### src/rtl/mac_pkg.sv
// Shared definitions for the MAC operand-fetch stage: default widths and the
// fetch FSM state encoding.
package mac_pkg;

    localparam int ADDR_WIDTH_DEF = 12;
    localparam int DATA_WIDTH_DEF = 32;
    localparam int ACC_WIDTH_DEF  = 5;

    typedef enum logic [2:0] {
        IDLE,
        RD1,
        RD2,
        CAP,
        OUT
    } fetch_state_t;

endpackage

### src/rtl/mac_operand_fetch_if.sv
// Bundle of request, data-memory, register-file and MAC-side handshake signals
// around the operand-fetch stage. master = fetch stage, slave = its environment.
interface mac_operand_fetch_if
    import mac_pkg::*;
#(
    parameter int ADDR_WIDTH = ADDR_WIDTH_DEF,
    parameter int DATA_WIDTH = DATA_WIDTH_DEF,
    parameter int ACC_WIDTH  = ACC_WIDTH_DEF
);
    logic                  valid_in;
    logic                  ready_in;
    logic [ADDR_WIDTH-1:0] src1_addr;
    logic [ADDR_WIDTH-1:0] src2_addr;
    logic [ACC_WIDTH-1:0]  accumulator_addr;

    logic                  mem_rd_en;
    logic [ADDR_WIDTH-1:0] mem_rd_addr;
    logic [DATA_WIDTH-1:0] mem_rd_data;

    logic [ACC_WIDTH-1:0]  acc_rd_addr;
    logic [DATA_WIDTH-1:0] acc_rd_data;

    logic [DATA_WIDTH-1:0] op_src1;
    logic [DATA_WIDTH-1:0] op_src2;
    logic [DATA_WIDTH-1:0] op_acc;
    logic [ACC_WIDTH-1:0]  op_acc_addr;
    logic                  valid_out;
    logic                  ready_out;

    modport master (
        input  valid_in, src1_addr, src2_addr, accumulator_addr,
        input  mem_rd_data, acc_rd_data, ready_out,
        output ready_in, mem_rd_en, mem_rd_addr, acc_rd_addr,
        output op_src1, op_src2, op_acc, op_acc_addr, valid_out
    );

    modport slave (
        output valid_in, src1_addr, src2_addr, accumulator_addr,
        output mem_rd_data, acc_rd_data, ready_out,
        input  ready_in, mem_rd_en, mem_rd_addr, acc_rd_addr,
        input  op_src1, op_src2, op_acc, op_acc_addr, valid_out
    );

endinterface

### src/rtl/mac_operand_fetch.sv
// Fetches two memory operands and one accumulator for the MAC stage.
// Define MAC_FETCH_SAME_ADDR_EN to skip the second read when src1 == src2.
module mac_operand_fetch
    import mac_pkg::*;
#(
    parameter int ADDR_WIDTH = ADDR_WIDTH_DEF,
    parameter int DATA_WIDTH = DATA_WIDTH_DEF,
    parameter int ACC_WIDTH  = ACC_WIDTH_DEF
) (
    input  logic                 clk,
    input  logic                 rst,
    mac_operand_fetch_if.master  bus
);

    fetch_state_t          state_q, state_d;
    logic [ADDR_WIDTH-1:0] src1_q, src1_d;
    logic [ADDR_WIDTH-1:0] src2_q, src2_d;
    logic [ACC_WIDTH-1:0]  acc_addr_q, acc_addr_d;
    logic [DATA_WIDTH-1:0] op_src1_q, op_src1_d;
    logic [DATA_WIDTH-1:0] op_src2_q, op_src2_d;
    logic [DATA_WIDTH-1:0] op_acc_q, op_acc_d;

    always_ff @(posedge clk or negedge rst) begin
        if (!rst) begin
            state_q    <= IDLE;
            src1_q     <= '0;
            src2_q     <= '0;
            acc_addr_q <= '0;
            op_src1_q  <= '0;
            op_src2_q  <= '0;
            op_acc_q   <= '0;
        end else begin
            state_q    <= state_d;
            src1_q     <= src1_d;
            src2_q     <= src2_d;
            acc_addr_q <= acc_addr_d;
            op_src1_q  <= op_src1_d;
            op_src2_q  <= op_src2_d;
            op_acc_q   <= op_acc_d;
        end
    end

    always_comb begin
        state_d    = state_q;
        src1_d     = src1_q;
        src2_d     = src2_q;
        acc_addr_d = acc_addr_q;
        op_src1_d  = op_src1_q;
        op_src2_d  = op_src2_q;
        op_acc_d   = op_acc_q;
        case (state_q)
            IDLE: begin
                if (bus.valid_in) begin
                    src1_d     = bus.src1_addr;
                    src2_d     = bus.src2_addr;
                    acc_addr_d = bus.accumulator_addr;
                    state_d    = RD1;
                end
            end
            RD1: begin
`ifdef MAC_FETCH_SAME_ADDR_EN
                state_d = (src1_q == src2_q) ? CAP : RD2;
`else
                state_d = RD2;
`endif
            end
            RD2: begin
                // Data arriving now answers the RD1 (src1) read.
                op_src1_d = bus.mem_rd_data;
                state_d   = CAP;
            end
            CAP: begin
                op_src2_d = bus.mem_rd_data;
                op_acc_d  = bus.acc_rd_data;
`ifdef MAC_FETCH_SAME_ADDR_EN
                if (src1_q == src2_q) begin
                    op_src1_d = bus.mem_rd_data;
                end
`endif
                state_d = OUT;
            end
            OUT: begin
                if (bus.ready_out) begin
                    state_d = IDLE;
                end
            end
            default: state_d = IDLE;
        endcase
    end

    // ready_in is gated by rst so it stays low for the whole reset pulse.
    assign bus.ready_in    = rst && (state_q == IDLE);
    assign bus.mem_rd_en   = (state_q == RD1) || (state_q == RD2);
    assign bus.mem_rd_addr = (state_q == RD2) ? src2_q : src1_q;
    assign bus.acc_rd_addr = acc_addr_q;
    assign bus.op_src1     = op_src1_q;
    assign bus.op_src2     = op_src2_q;
    assign bus.op_acc      = op_acc_q;
    assign bus.op_acc_addr = acc_addr_q;
    assign bus.valid_out   = (state_q == OUT);

endmodule

### src/flat_wrapper.sv
// flat-port wrapper written by rule: the top's interface ports become plain ports
module mac_operand_fetch_flat import mac_pkg::*;
#(
    parameter int ADDR_WIDTH = ADDR_WIDTH_DEF,
    parameter int DATA_WIDTH = DATA_WIDTH_DEF,
    parameter int ACC_WIDTH  = ACC_WIDTH_DEF
)
  (clk, rst, bus_valid_in, bus_src1_addr, bus_src2_addr, bus_accumulator_addr, bus_mem_rd_data, bus_acc_rd_data, bus_ready_out, bus_ready_in, bus_mem_rd_en, bus_mem_rd_addr, bus_acc_rd_addr, bus_op_src1, bus_op_src2, bus_op_acc, bus_op_acc_addr, bus_valid_out);
  mac_operand_fetch_if #(.ADDR_WIDTH(ADDR_WIDTH), .DATA_WIDTH(DATA_WIDTH), .ACC_WIDTH(ACC_WIDTH)) bus_i ();
  input  logic clk;
  input  logic rst;
  input wire logic [$bits(bus_i.valid_in)-1:0] bus_valid_in;
  input wire logic [$bits(bus_i.src1_addr)-1:0] bus_src1_addr;
  input wire logic [$bits(bus_i.src2_addr)-1:0] bus_src2_addr;
  input wire logic [$bits(bus_i.accumulator_addr)-1:0] bus_accumulator_addr;
  input wire logic [$bits(bus_i.mem_rd_data)-1:0] bus_mem_rd_data;
  input wire logic [$bits(bus_i.acc_rd_data)-1:0] bus_acc_rd_data;
  input wire logic [$bits(bus_i.ready_out)-1:0] bus_ready_out;
  output wire logic [$bits(bus_i.ready_in)-1:0] bus_ready_in;
  output wire logic [$bits(bus_i.mem_rd_en)-1:0] bus_mem_rd_en;
  output wire logic [$bits(bus_i.mem_rd_addr)-1:0] bus_mem_rd_addr;
  output wire logic [$bits(bus_i.acc_rd_addr)-1:0] bus_acc_rd_addr;
  output wire logic [$bits(bus_i.op_src1)-1:0] bus_op_src1;
  output wire logic [$bits(bus_i.op_src2)-1:0] bus_op_src2;
  output wire logic [$bits(bus_i.op_acc)-1:0] bus_op_acc;
  output wire logic [$bits(bus_i.op_acc_addr)-1:0] bus_op_acc_addr;
  output wire logic [$bits(bus_i.valid_out)-1:0] bus_valid_out;
  assign bus_i.valid_in = bus_valid_in;
  assign bus_i.src1_addr = bus_src1_addr;
  assign bus_i.src2_addr = bus_src2_addr;
  assign bus_i.accumulator_addr = bus_accumulator_addr;
  assign bus_i.mem_rd_data = bus_mem_rd_data;
  assign bus_i.acc_rd_data = bus_acc_rd_data;
  assign bus_i.ready_out = bus_ready_out;
  assign bus_ready_in = bus_i.ready_in;
  assign bus_mem_rd_en = bus_i.mem_rd_en;
  assign bus_mem_rd_addr = bus_i.mem_rd_addr;
  assign bus_acc_rd_addr = bus_i.acc_rd_addr;
  assign bus_op_src1 = bus_i.op_src1;
  assign bus_op_src2 = bus_i.op_src2;
  assign bus_op_acc = bus_i.op_acc;
  assign bus_op_acc_addr = bus_i.op_acc_addr;
  assign bus_valid_out = bus_i.valid_out;
  mac_operand_fetch #(.ADDR_WIDTH(ADDR_WIDTH), .DATA_WIDTH(DATA_WIDTH), .ACC_WIDTH(ACC_WIDTH)) u_core (.clk(clk), .rst(rst), .bus(bus_i));
endmodule
### config.mk
export PLATFORM = sky130hd
export DESIGN_NAME = mac_operand_fetch_flat
export DESIGN_NICKNAME = d
export VERILOG_FILES = /design/src/rtl/mac_pkg.sv /design/src/rtl/mac_operand_fetch_if.sv /design/src/rtl/mac_operand_fetch.sv /design/src/flat_wrapper.sv
export SDC_FILE = /design/constraint.sdc
export NUM_CORES = 1
export LEC_CHECK = 0
export CAP_MARGIN = 5
export CORE_MARGIN = 1.5
export CORE_UTILIZATION = 35
export DETAILED_ROUTE_END_ITERATION = 16
export PLACE_DENSITY = 0.71
export SYNTH_ARGS = -nofsm -noshare
export SYNTH_HDL_FRONTEND = slang
export SYNTH_SLANG_ARGS = --single-unit
### constraint.sdc
create_clock -name clk -period 3.7 [get_ports clk]
set_input_delay 0.555 -clock clk [delete_from_list [all_inputs] [get_ports clk]]
set_output_delay 0.555 -clock clk [all_outputs]
set_load 0.01 [all_outputs]
==> results.yml <==
outcome:
  status: "complete, no violations"
timing:
  max_slew.worst_pin.slew_ps: 885
  hold_viol: 0
  hold_ws_ps: 326
  slew_violations: 0
  skew_ps: 6.07
  grt_setup_unrepaired: "no"
  setup_viol: 0
  max_freq_ghz: 0.327
  final.setup.tns_ps: 0
  max_slew_margin: 0.410
  layout_min_cycle_time_ps: 3050
  period_share: 0.825
synth:
  synth_area_leaders: "dfrtp_1 (63%), mux2_2 (30%), buf_6 (2.2%)"
  ys_warn_count: 0
  syn_area_sq_mm: 0.00506
  syn_nets: 396
  ys.flop_type: "dfrtp_1"
  syn_avg_cell_area_sq_um: 16.9
  ys_async_sr_fraction: 1.00
  syn_inst: 299
  ys_ff_latch: 128
  synth_top_area_cell: "dfrtp_1"
  ys_seq_area_frac: 0.634
  post-synth-top-count-cell: "mux2_2"
  yosysUniqueCellTypes: 17
  synth_top_area_frac: 0.634
  synth_common_cells: "mux2_2 (134), dfrtp_1 (128), buf_6 (10)"
  synth-edff-count: 0
cells_and_area:
  nets: 616
  fillers: 1170
  instances_no_fill: 711
  drive_above_1_share: 0.316
  synthToLayoutAreaGrowth_pct: 54.9
  stdcell_area_sq_mm: 0.00783
  diodes: 0
min_path:
  hp-class: "input pin to async pin"
setup_path:
  r2r_end: "u_core.bus.op_src1[0]"
  r2r_cells: 3
  worst-path-max-fanout: 14
  reg2reg_from: "u_core.state_q[1]"
  cp.required_ps: 3140
  startpoint_type: "register"
  critPathArrivalTime_ps: 2500
  r2r_slack_ps: 1580
  crit_type: "register to output port"
  worst_setup_path_end_kind: "output port"
placed_design:
  hpwl_mm: 8.06
  gp_congestion: 0.729
  place_area_sq_mm: 0.00729
  port_buffers: 217
  dp.cells: 680
drt:
  drt_iter0_markers: 130
  drc: 0
  ant_nets: 0
  wl_per_cell_um: 16.1
  routed_wirelength_mm: 11.4
  detail_route.vias_per_cell: 4.59
  drtPass1Iterations: 4
  num_vias: 3264
global_routing:
  grt_pass1_wl_mm: 17.9
  gr-usage-all-layers: 0.157
  use_met1: 0.177
  gr-total-overflow: 0
  top_usage_layer: "met2"
  grtUsageMet3: 0.0678
  use_met2: 0.263
  grt_pass1_vias: 3534
  grt_start_max_net_pins: 66
  antenna_found_initial: 0
power:
  swShare: 0.292
  clkPwrFrac: 0.204
  switchingPower_mw: 2.21
  power.density_mw_per_mm2: 964
  comb_power_share: 0.459
  seq_power_share: 0.337
  power_leakage_nw: 3.22
  irDropWorstVdd_mv: 0.507
  internal-power_mw: 5.34
floorplanning:
  rows: 43
  dieHeight_um: 123
  start_util: 0.361
  coreArea_sq_mm: 0.0140
  die_w_um: 123
  dieArea_sq_mm: 0.0152
  pin_count: 218
clock_network:
  path_clk_slew_ps: 60
  cts_tree: "built"
  cts_resized: 0
  postCtsHoldBufs: 0
  clk_path_buf_depth: 2
  numCtsBuffers: 17
  post_cts_buffers: 0
  insertion_delay_ps: 410
  h-tree-depth: 4
  clock_sinks: 128
  cts_root_buffer: "clkbuf_16"
job:
  maxCapViolCount: 0
[registers in the layout, indices dropped and copies added, names as in the netlist]
signal,cells
u_core.bus.op_src2,32
u_core.src1_q,12
u_core.bus.op_src1,32
u_core.bus.acc_rd_addr,5
u_core.state_q,3
u_core.bus.op_acc,32
u_core.src2_q,12
[cells by family after synthesis]
logic type,synth area share
flip-flops,0.634
multiplexers,0.305
AND/OR/NAND/NOR,0.0191
XOR/XNOR,0.00173
buffers and inverters,0.0406
[critical path, stage by stage, from the launching register on]
cell and delay (ps):
dfrtp_1 510, nor3b_4 690, mux2_2 410, clkdlybuf4s50_1 480
[final cells by class]
cell class | instances | area (sq um) | share of cell area
Sequential cell | 128 | 3200 | 0.409
Timing Repair Buffer | 223 | 2210 | 0.283
Multi-Input combinational cell | 149 | 1650 | 0.210
Clock buffer | 24 | 452 | 0.0577
Tap cell | 180 | 225 | 0.0288
Clock inverter | 7 | 87.6 | 0.0112
[cells in the final DEF (no fill, tap or decap)]
cell type and n:
nand2_1 1, clkbuf_1 7, clkdlybuf4s50_1 216, clkinvlp_4 1, bufinv_16 2, clkinv_2 4
dfrtp_1 128, or4b_2 1, mux2_1 3, nand3b_1 1, nor4b_4 1, nor2_1 3
buf_4 7, nor3b_4 1, nor3b_1 1, nor4b_1 1, nor3_1 1, mux2_2 134
xnor2_1 1, clkbuf_16 17
[per-stage QoR]
step | setup WS (ps) | total power, mW | util
detailed placement | 1070 | 6.09 | 0.521
global placement | 1120 | 5.98 | 0.521
global route | 487 | 8.01 | 0.560
floorplan | 1700 | 4.34 | -
CTS | 585 | 7.67 | 0.560
finish | 646 | 7.55 | 0.560
[layer usage]
layer | part of all wire | vias to the layer above
met5 | 0 | -
met4 | 0.014 | 0
met3 | 0.091 | 13
met2 | 0.50 | 144
met1 | 0.39 | 1611
li1 | - | 1496
[power groups by stage]
stage / registers (mW) / clock network (mW) / logic, mW
2_1_floorplan: 2.74 / 0 / 1.60
3_3_place_gp: 2.53 / 0 / 3.45
3_5_place_dp: 2.57 / 0 / 3.51
4_1_cts: 2.56 / 1.58 / 3.53
5_1_grt: 2.65 / 1.65 / 3.71
6_report: 2.55 / 1.54 / 3.47
[worst max path at each step]
stage / start / end / depth (start not counted)
CTS: u_core.state_q[1] / bus_mem_rd_addr[10] / 3
finish: u_core.state_q[1] / bus_mem_rd_addr[10] / 3
floorplan: u_core.state_q[0] / bus_mem_rd_addr[0] / 4
global placement: u_core.state_q[1] / bus_mem_rd_addr[7] / 3
detailed placement: u_core.state_q[1] / bus_mem_rd_addr[10] / 3
global route: u_core.state_q[1] / bus_mem_rd_addr[10] / 3
Note: power is estimated with default switching activity, not from simulation.
